==> src/rtl/rom_stream_reader.sv <==
// Streams a programmable address window out of a 1-cycle-latency block ROM
// onto a valid/ready stream through a small prefetch FIFO.
module rom_stream_reader #(
    parameter int ADDR_W     = 12,
    parameter int DATA_W     = 16,
    parameter int FIFO_DEPTH = 4
) (
    input  logic              CLK,
    input  logic              RST,
    input  logic              start,
    input  logic              stop,
    input  logic              loop_en,
    input  logic [ADDR_W-1:0] base_addr,
    input  logic [ADDR_W-1:0] len,
    output logic              busy,
    output logic              done,
    output logic              rom_en,
    output logic [ADDR_W-1:0] rom_addr,
    input  logic [DATA_W-1:0] rom_dout,
    output logic [DATA_W-1:0] m_data,
    output logic              m_valid,
    input  logic              m_ready,
    output logic              m_last
);

    localparam int PW = $clog2(FIFO_DEPTH);
    localparam logic [PW:0]       DEPTH_L = (PW+1)'(FIFO_DEPTH);
    localparam logic [PW:0]       CNT_ONE = (PW+1)'(1);
    localparam logic [PW-1:0]     IDX_ONE = PW'(1);
    localparam logic [ADDR_W-1:0] A_ONE   = ADDR_W'(1);

    localparam logic [1:0] S_IDLE  = 2'd0;
    localparam logic [1:0] S_RUN   = 2'd1;
    localparam logic [1:0] S_DRAIN = 2'd2;

    logic [1:0]        state;
    logic [ADDR_W-1:0] base_q;
    logic [ADDR_W-1:0] len_q;
    logic              loop_q;
    logic [ADDR_W-1:0] rd_ptr;
    logic [ADDR_W-1:0] issue_cnt;
    logic              inflight;
    logic              inflight_last;
    logic              done_q;

    logic [DATA_W-1:0] mem_data [FIFO_DEPTH];
    logic              mem_last [FIFO_DEPTH];
    logic [PW-1:0]     wr_idx;
    logic [PW-1:0]     rd_idx;
    logic [PW:0]       count;
    logic [PW:0]       used;

    logic abort;
    logic issue;
    logic last_issue;
    logic push;
    logic pop;
    logic head_last;

    // Credit: words already buffered plus the one returning must leave room.
    assign used       = count + {{PW{1'b0}}, inflight};
    assign abort      = stop && (state != S_IDLE);
    assign issue      = (state == S_RUN) && !stop && (used < DEPTH_L);
    assign last_issue = (issue_cnt == len_q - A_ONE);
    assign push       = inflight;
    assign m_valid    = (count != '0);
    assign pop        = m_valid && m_ready;
    assign head_last  = mem_last[rd_idx];

    assign rom_en   = issue;
    assign rom_addr = issue ? rd_ptr : '0;
    assign m_data   = m_valid ? mem_data[rd_idx] : '0;
    assign m_last   = m_valid && head_last;
    assign busy     = (state != S_IDLE);
    assign done     = done_q;

    always_ff @(posedge CLK) begin
        if (push) begin
            mem_data[wr_idx] <= rom_dout;
            mem_last[wr_idx] <= inflight_last;
        end
    end

    always_ff @(posedge CLK) begin
        if (RST) begin
            state         <= S_IDLE;
            base_q        <= '0;
            len_q         <= '0;
            loop_q        <= 1'b0;
            rd_ptr        <= '0;
            issue_cnt     <= '0;
            inflight      <= 1'b0;
            inflight_last <= 1'b0;
            done_q        <= 1'b0;
            wr_idx        <= '0;
            rd_idx        <= '0;
            count         <= '0;
        end else begin
            done_q <= 1'b0;
            if (abort) begin
                state    <= S_IDLE;
                inflight <= 1'b0;
                wr_idx   <= '0;
                rd_idx   <= '0;
                count    <= '0;
            end else begin
                inflight      <= issue;
                inflight_last <= issue && last_issue;
                if (push) wr_idx <= wr_idx + IDX_ONE;
                if (pop)  rd_idx <= rd_idx + IDX_ONE;
                case ({push, pop})
                    2'b10:   count <= count + CNT_ONE;
                    2'b01:   count <= count - CNT_ONE;
                    default: ;
                endcase

                case (state)
                    S_IDLE: begin
                        if (start && !stop && (len != '0)) begin
                            base_q    <= base_addr;
                            len_q     <= len;
                            loop_q    <= loop_en;
                            rd_ptr    <= base_addr;
                            issue_cnt <= '0;
                            state     <= S_RUN;
                        end
                    end
                    S_RUN: begin
                        if (issue) begin
                            if (last_issue && loop_q) begin
                                rd_ptr    <= base_q;
                                issue_cnt <= '0;
                            end else begin
                                rd_ptr    <= rd_ptr + A_ONE;
                                issue_cnt <= issue_cnt + A_ONE;
                                if (last_issue) state <= S_DRAIN;
                            end
                        end
                    end
                    S_DRAIN: begin
                        if (pop && head_last) begin
                            done_q <= 1'b1;
                            state  <= S_IDLE;
                        end
                    end
                    default: state <= S_IDLE;
                endcase
            end
        end
    end

endmodule

==> config.mk <==
export PLATFORM = sky130hd
export DESIGN_NAME = rom_stream_reader
export DESIGN_NICKNAME = d
export VERILOG_FILES = /design/src/rtl/rom_stream_reader.sv
export SDC_FILE = /design/constraint.sdc
export NUM_CORES = 1
export LEC_CHECK = 0
export CORE_AREA = 2 2 114 116
export CTS_CLUSTER_DIAMETER = 200
export DETAILED_ROUTE_END_ITERATION = 12
export DIE_AREA = 0 0 116 118
export PLACE_DENSITY = 0.79
export SLEW_MARGIN = 5
export SYNTH_ARGS = -nofsm -noshare
export SYNTH_HDL_FRONTEND = slang
export SYNTH_SLANG_ARGS = --single-unit
==> constraint.sdc <==
create_clock -name CLK -period 3 [get_ports CLK]
set_input_delay 0.6 -clock CLK [delete_from_list [all_inputs] [get_ports CLK]]
set_output_delay 0.6 -clock CLK [all_outputs]
set_load 0.05 [all_outputs]
# Word-level counts from Yosys, hierarchy flattened
# Memory sizes are Yosys's and may differ from the RTL's. A register that Yosys moved wholly into a read port is not among the register bits.
# Index checks and enable logic that the tools add are counted.
[word_totals]
ramBits = 68
regBits = 61
memories = 2
[classes]
bitwise_logic = 2
n_reduce_logical = 22
order_cmp = 1
n_addsub = 8
n_eq_ne = 10
muxes = 24
[mem_list]
columns = ["name", "depth", "word_bits", "read_ports", "rd_clocked_by_memory_dff", "wr", "line_no", "text"]
rows = [
  ["mem_data", 4, 16, 1, 1, 1, "46", "logic [DATA_W-1:0] mem_data [FIFO_DEPTH];"],
  ["mem_last", 4, 1, 1, 1, 1, "47", "logic mem_last [FIFO_DEPTH];"],
]
[ops]
columns = ["cell", "count"]
rows = [
  ["$mux 12", 7],
  ["$pmux 12 s2", 2],
  ["$add 12x1->12 const B", 2],
  ["$mux 2", 9],
  ["$mux 16", 1],
  ["$eq 12x12->1", 1],
  ["$reduce_bool 12->1", 1],
  ["$sub 12x1->12 const B", 1],
  ["$logic_and 1x1->1", 10],
  ["$ne 2x2->1 const B", 5],
  ["$pmux 2 s3", 1],
  ["$pmux 3 s2", 1],
  ["$reduce_bool 2->1", 3],
  ["$reduce_and 5->1", 1],
  ["$add 2x1->2 const B", 2],
  ["$eq 2x1->1 const B", 2],
  ["$eq 2x2->1 const B", 2],
  ["$reduce_and 4->1", 1],
  ["$add 3x1->3", 1],
  ["$add 3x1->3 const B", 1],
  ["$lt 3x3->1 const B", 1],
  ["$mux 1", 3],
  ["$reduce_and 3->1", 1],
  ["$reduce_bool 3->1", 1],
  ["other kinds (6)", 7],
]

# Depth between registers and ports, before layout
[logic_depth]
depth_word = 6
mapped_depth = 10

# Worst setup path after synthesis
# Ideal clock, no wire load.
[synth_path]
path_kind = "flip-flop to flip-flop"
from = "reg state[1]"
to = "reg state[0]"
setup_ns = 0.115
synth_period_minus_slack_ns = 2.854
arrival_ns = 2.739
path_stages_with_launch = 8
n_path_buf = 1
path_slack_ns = 0.146
path_cell_list = "dfxtp_1 clkbuf_1 nor2_1 inv_1 nor3_1 nand3_1 or3_1 and3_1"
[synth_between]
elab_chain_cells = 5
elab_cells_between_ends = 15
classes_between = "eq/ne: 7; mux: 1; reduce/logical: 7"
[synth_lines]
columns = ["element", "line_no", "text"]
rows = [
  ["from (decl)", "36", "logic [1:0] state;"],
  ["from (signal assigned)", "86", "state <= S_IDLE;"],
  ["from (signal assigned)", "101", "state <= S_IDLE;"],
  ["from (signal assigned)", "125", "state <= S_RUN;"],
  ["$eq 2x1->1", "63", "assign issue = (state == S_RUN) && !stop && (used < DEPTH_L);"],
  ["$logic_and 1x1->1 (2 in a row)", "63", ""],
  ["via rom_en", "17", "output logic rom_en,"],
  ["$ne 2x2->1 (no source line)", "n/a", ""],
  ["$reduce_and 5->1 (no source line)", "n/a", ""],
]
# The timed path passes the listed nets, and every way through them passes these cells.
# A chain may end at the register's enable or synchronous reset.

# Final worst setup path
[layout_path]
from = "reg len_q[4]"
to = "reg rd_ptr[11]"
[layout_between]
elab_chain_cells = 6
[layout_lines]
columns = ["element", "line_no", "text"]
rows = [
  ["from (decl)", "38", "logic [ADDR_W-1:0] len_q;"],
  ["from (signal assigned)", "121", "len_q <= len;"],
  ["$sub 12x1->12", "64", "assign last_issue = (issue_cnt == len_q - A_ONE);"],
  ["$eq 12x12->1", "64", ""],
  ["$logic_and 1x1->1", "130", "if (last_issue && loop_q) begin"],
  ["$mux 12", "130", ""],
  ["$mux 12", "129", "if (issue) begin"],
  ["$pmux 12 s2", "117", "case (state)"],
  ["to (signal assigned)", "123", "rd_ptr <= base_addr;"],
  ["to (signal assigned)", "131", "rd_ptr <= base_q;"],
  ["to (signal assigned)", "134", "rd_ptr <= rd_ptr + A_ONE;"],
  ["to (decl)", "40", "logic [ADDR_W-1:0] rd_ptr;"],
]
# Every way passes these cells. The select of a mux whose other input is x is not followed.

==> flow_metrics.py <==
metrics = {
    "pwr": {
        "net-switching-power_mw": 1.082,
        "clock_power_share_pct": 43.0,
        "peakVddDrop_mv": 0.4173,
        "internal-power_mw": 3.295,
        "power.share.combinational_pct": 11.9,
        "seq_power_share_pct": 45.1,
        "total_leakage_power_nw": 2.836,
        "total_power_per_unit_cell_area_mw_per_mm2": 556.3,
        "switching_share_pct": 24.72,
    },
    "global_route": {
        "globalRoute.totalOverflow": 0,
        "via_count_of_the_first_global_routing_pass": 4644,
        "grt_pass1_wl_um": 21820,
        "grt.total_usage_pct": 20.39,
        "grt_max_degree": 38,
        "grt_antenna_before_repair": 0,
    },
    "synthesis": {
        "yosysMostFrequentCell": "sky130_fd_sc_hd__nand2_1",
        "postSynth.asyncResetShare_pct": 0,
        "yosys.area.top_type": "sky130_fd_sc_hd__edfxtp_1",
        "synthesis.instances": 561,
        "synth.top_cells.by_area": "sky130_fd_sc_hd__edfxtp_1, sky130_fd_sc_hd__dfxtp_1, sky130_fd_sc_hd__mux4_2, sky130_fd_sc_hd__nand2_1, sky130_fd_sc_hd__a21oi_1",
        "synth_top_flop_cell": "sky130_fd_sc_hd__edfxtp_1",
        "post-synth-top-area-fraction_pct": 33.23,
        "synthesis.area_mm2": 0.006145,
        "warning_count_from_the_yosys_run": 0,
        "yosysUniqueCellTypes": 55,
        "ys_top_cells_by_count": "sky130_fd_sc_hd__nand2_1, sky130_fd_sc_hd__edfxtp_1, sky130_fd_sc_hd__dfxtp_1",
        "synth-edff-count": 68,
        "synth_seq_cells": 131,
        "synth_area_per_cell_um2": 10.95,
        "synthesis.nets": 616,
        "synth_sequential_area_ratio_pct": 53.76,
    },
    "worst_setup_path": {
        "cp.required_ps": 3310,
        "critical_path_arrival_ps": 3200,
        "worst_r2r_endpoint": "rd_ptr[11]",
        "timing.critical_path.max_delay_family": "simple AND/OR/NAND/NOR gates",
        "critical_path_buf_inv_count": 2,
        "setup.reg_to_reg.worst_slack_ps": 110,
        "regToRegStartpoint": "len_q[4]",
        "timing.critical_path.slowest_cell_delay_ps": 620,
        "crit_type": "register to register",
        "critPathCaptureType": "register",
        "cp_cell_sequence": "nor4_1, and2_1, o311ai_1, a2111oi_2, buf_4, nand3_2, buf_12, mux2_2, a311oi_2",
        "r2r_cells": 9,
        "crit_slowest_cell": "sky130_fd_sc_hd__nor4_1",
        "critical_path_peak_fanout": 12,
        "critical_path.startpoint_type": "register",
    },
    "job": {
        "max_cap_viol_count": 0,
    },
    "drt": {
        "detail-route-antenna-nets": 0,
        "drc": 0,
        "drt_iter0_drc": 300,
        "detail_route.first_pass.iterations": 6,
        "post_drt_wl_per_cell_um": 16.10,
        "drt-total-wl_um": 13400,
        "route.detailed.vias_per_inst": 5.429,
        "via_count": 4517,
    },
    "sta": {
        "setup_viol_count_final": 0,
        "max_slew.worst_pin.slew_ps": 929.0,
        "shortest_period_the_worst_path_allows_ps": 2889,
        "fin_worst_skew_ps": 6.315,
        "timing.final.ws_setup_ps": 111.3,
        "maxClockFrequency_mhz": 346.2,
        "final.hold.worst_slack_ps": 454.8,
        "hold_viol": 0,
        "max-slew-margin-rel_pct": 38.06,
        "layout_worst_path_cycle_share_pct": 96.29,
        "slew_violations": 0,
    },
    "min_path": {
        "timing.hold.worst.class": "register to register",
        "number_of_cells_on_the_worst_hold_path": 2,
        "min_to": "base_q[6]",
        "timing.hold.worst.start": "base_q[6]",
    },
    "status": {
        "outcome": "completed",
    },
    "cells_and_area": {
        "areaGrowthSynthToFinish_pct": 28.06,
        "layout.core_utilization_pct": 63.38,
        "antenna-diode-count": 0,
        "finish.cell_count_without_fillers": 832,
        "post_route_cells_drive_above_1_share_pct": 20.00,
        "nets": 702,
        "num-fill-cells": 998,
        "finalInstanceArea_mm2": 0.007869,
    },
    "floorplanning": {
        "die-area_mm2": 0.01369,
        "top_level_ports": 79,
        "fp-row-count": 41,
        "chipWidth_um": 116,
        "core_area_mm2": 0.01241,
        "die_h_um": 118,
        "floorplan.initialDensity_pct": 49.50,
    },
    "clock_tree": {
        "post_cts_hold_buffer_count": 0,
        "tritoncts": "done",
        "clock_tree.buffer_depth": 2,
        "clkTransAtPathRegs_ps": 60,
        "cts_sinks": 131,
        "htreeDepth": 4,
        "cts-buffers-inserted": 17,
        "clock_tree.root_cell": "sky130_fd_sc_hd__clkbuf_16",
        "insertion_delay_ps": 410,
    },
    "placed_design": {
        "post_place_cells": 799,
        "post-place-ws_ps": -53.16,
        "port_buffers": 78,
        "placedInstanceArea_mm2": 0.007286,
        "post-dp-hpwl_um": 9337,
        "routabilityCongestion": 0.8430,
    },
}
==> per-stage QoR <==
| step | TNS (ps) | power, mW |
|---|---|---|
| after floorplan | 0 | 2.312 |
| after global placement | 0 | 2.500 |
| after detailed placement | -93.10 | 2.519 |
| after CTS | 0 | 4.400 |
| after global routing | -55.11 | 4.524 |
| final | 0 | 4.377 |
==> worst max-delay path by stage <==
stage              from         end  depth (start not counted)  slack (ps)
6_report       len_q[4]  rd_ptr[11]                          9         110
4_1_cts        len_q[0]  rd_ptr[11]                         12          20
3_5_place_dp   len_q[0]  rd_ptr[11]                         11         -50
2_1_floorplan  state[1]    state[0]                          7         150
3_3_place_gp   len_q[0]   rd_ptr[4]                         11         120
5_1_grt        len_q[4]   rd_ptr[4]                          9         -30
==> area by class of cell <==
cell class                 instances  area, um2  share of cell area, %
inverter                          17      63.81                 0.8109
timing repair buffer             101       1066                  13.55
clock inverter                    13      111.4                  1.415
clock buffer                      19      432.9                  5.502
sequential                       131       3304                  41.99
tap                              172      215.2                  2.735
multi-input combinational        379       2675                  34.00
==> registers in the layout, indices dropped and copies added (netlist names), named ones only <==
signal,count
mem_data,64
base_q,12
issue_cnt,12
len_q,12
rd_ptr,12
mem_last,4
count,3
rd_idx,2
state,2
wr_idx,2
done,1
inflight,1
inflight_last,1
loop_q,1
==> logic make-up after synthesis <==
kind of cell    after synthesis  synth area share, %
xor+xnor                     35                4.989
simple gates                236                18.45
buf+inv                      51                3.258
flops                       131                53.76
fa+ha+maj                     9                1.955
mux                          30                9.143
compound gates               69                8.451
==> power by group through the flow <==
stage | Clock (mW) | Sequential (mW) | Combinational (mW)
final | 1.88 | 1.97 | 0.521
after global routing | 1.98 | 1.98 | 0.565
after CTS | 1.92 | 1.97 | 0.513
after detailed placement | 0 | 2.01 | 0.510
after global placement | 0 | 2.01 | 0.494
after floorplan | 0 | 1.99 | 0.320
==> metal layers <==
metal | global-route usage, % | vias to the layer above | part of all wire (%)
met5 | 0 | - | 0
met4 | 7.515 | 0 | 1.4
met3 | 5.922 | 20 | 5.3
met2 | 34.39 | 134 | 51
met1 | 24.52 | 2184 | 43
li1 | - | 2179 | -
==> worst reg2reg max path: stages (launching register included) <==
cell                        delay [ps]
sky130_fd_sc_hd__dfxtp_1           400
sky130_fd_sc_hd__nor4_1            620
sky130_fd_sc_hd__and2_1            240
sky130_fd_sc_hd__o311ai_1          100
sky130_fd_sc_hd__a2111oi_2         430
sky130_fd_sc_hd__buf_4             190
sky130_fd_sc_hd__nand3_2            90
sky130_fd_sc_hd__buf_12            170
sky130_fd_sc_hd__mux2_2            290
sky130_fd_sc_hd__a311oi_2          260
==> cell usage in the layout, fill, tap and decap left out, types with 15 or more instances in the layout <==
master                             n
sky130_fd_sc_hd__clkbuf_16        17
sky130_fd_sc_hd__nand2_1          96
sky130_fd_sc_hd__buf_4            38
sky130_fd_sc_hd__clkdlybuf4s50_1  48
sky130_fd_sc_hd__mux4_2           17
sky130_fd_sc_hd__a21oi_1          34
sky130_fd_sc_hd__dfxtp_1          62
sky130_fd_sc_hd__inv_1            17
sky130_fd_sc_hd__and2_1           23
sky130_fd_sc_hd__xor2_1           15
sky130_fd_sc_hd__edfxtp_1         68
sky130_fd_sc_hd__nor2_1           42
sky130_fd_sc_hd__nand3_1          15
sky130_fd_sc_hd__and3_1           18
sky130_fd_sc_hd__buf_12           15
sky130_fd_sc_hd__xnor2_1          20
==> timing repair <==
item                                    in CTS  in global routing
resized for setup                            1                  5
setup buffers                                0                  1
gates cloned                                 0                  0
endpoints found under the setup margin      10                 12
pin swaps                                    1                  2
Power figures use the tool's default switching activity.
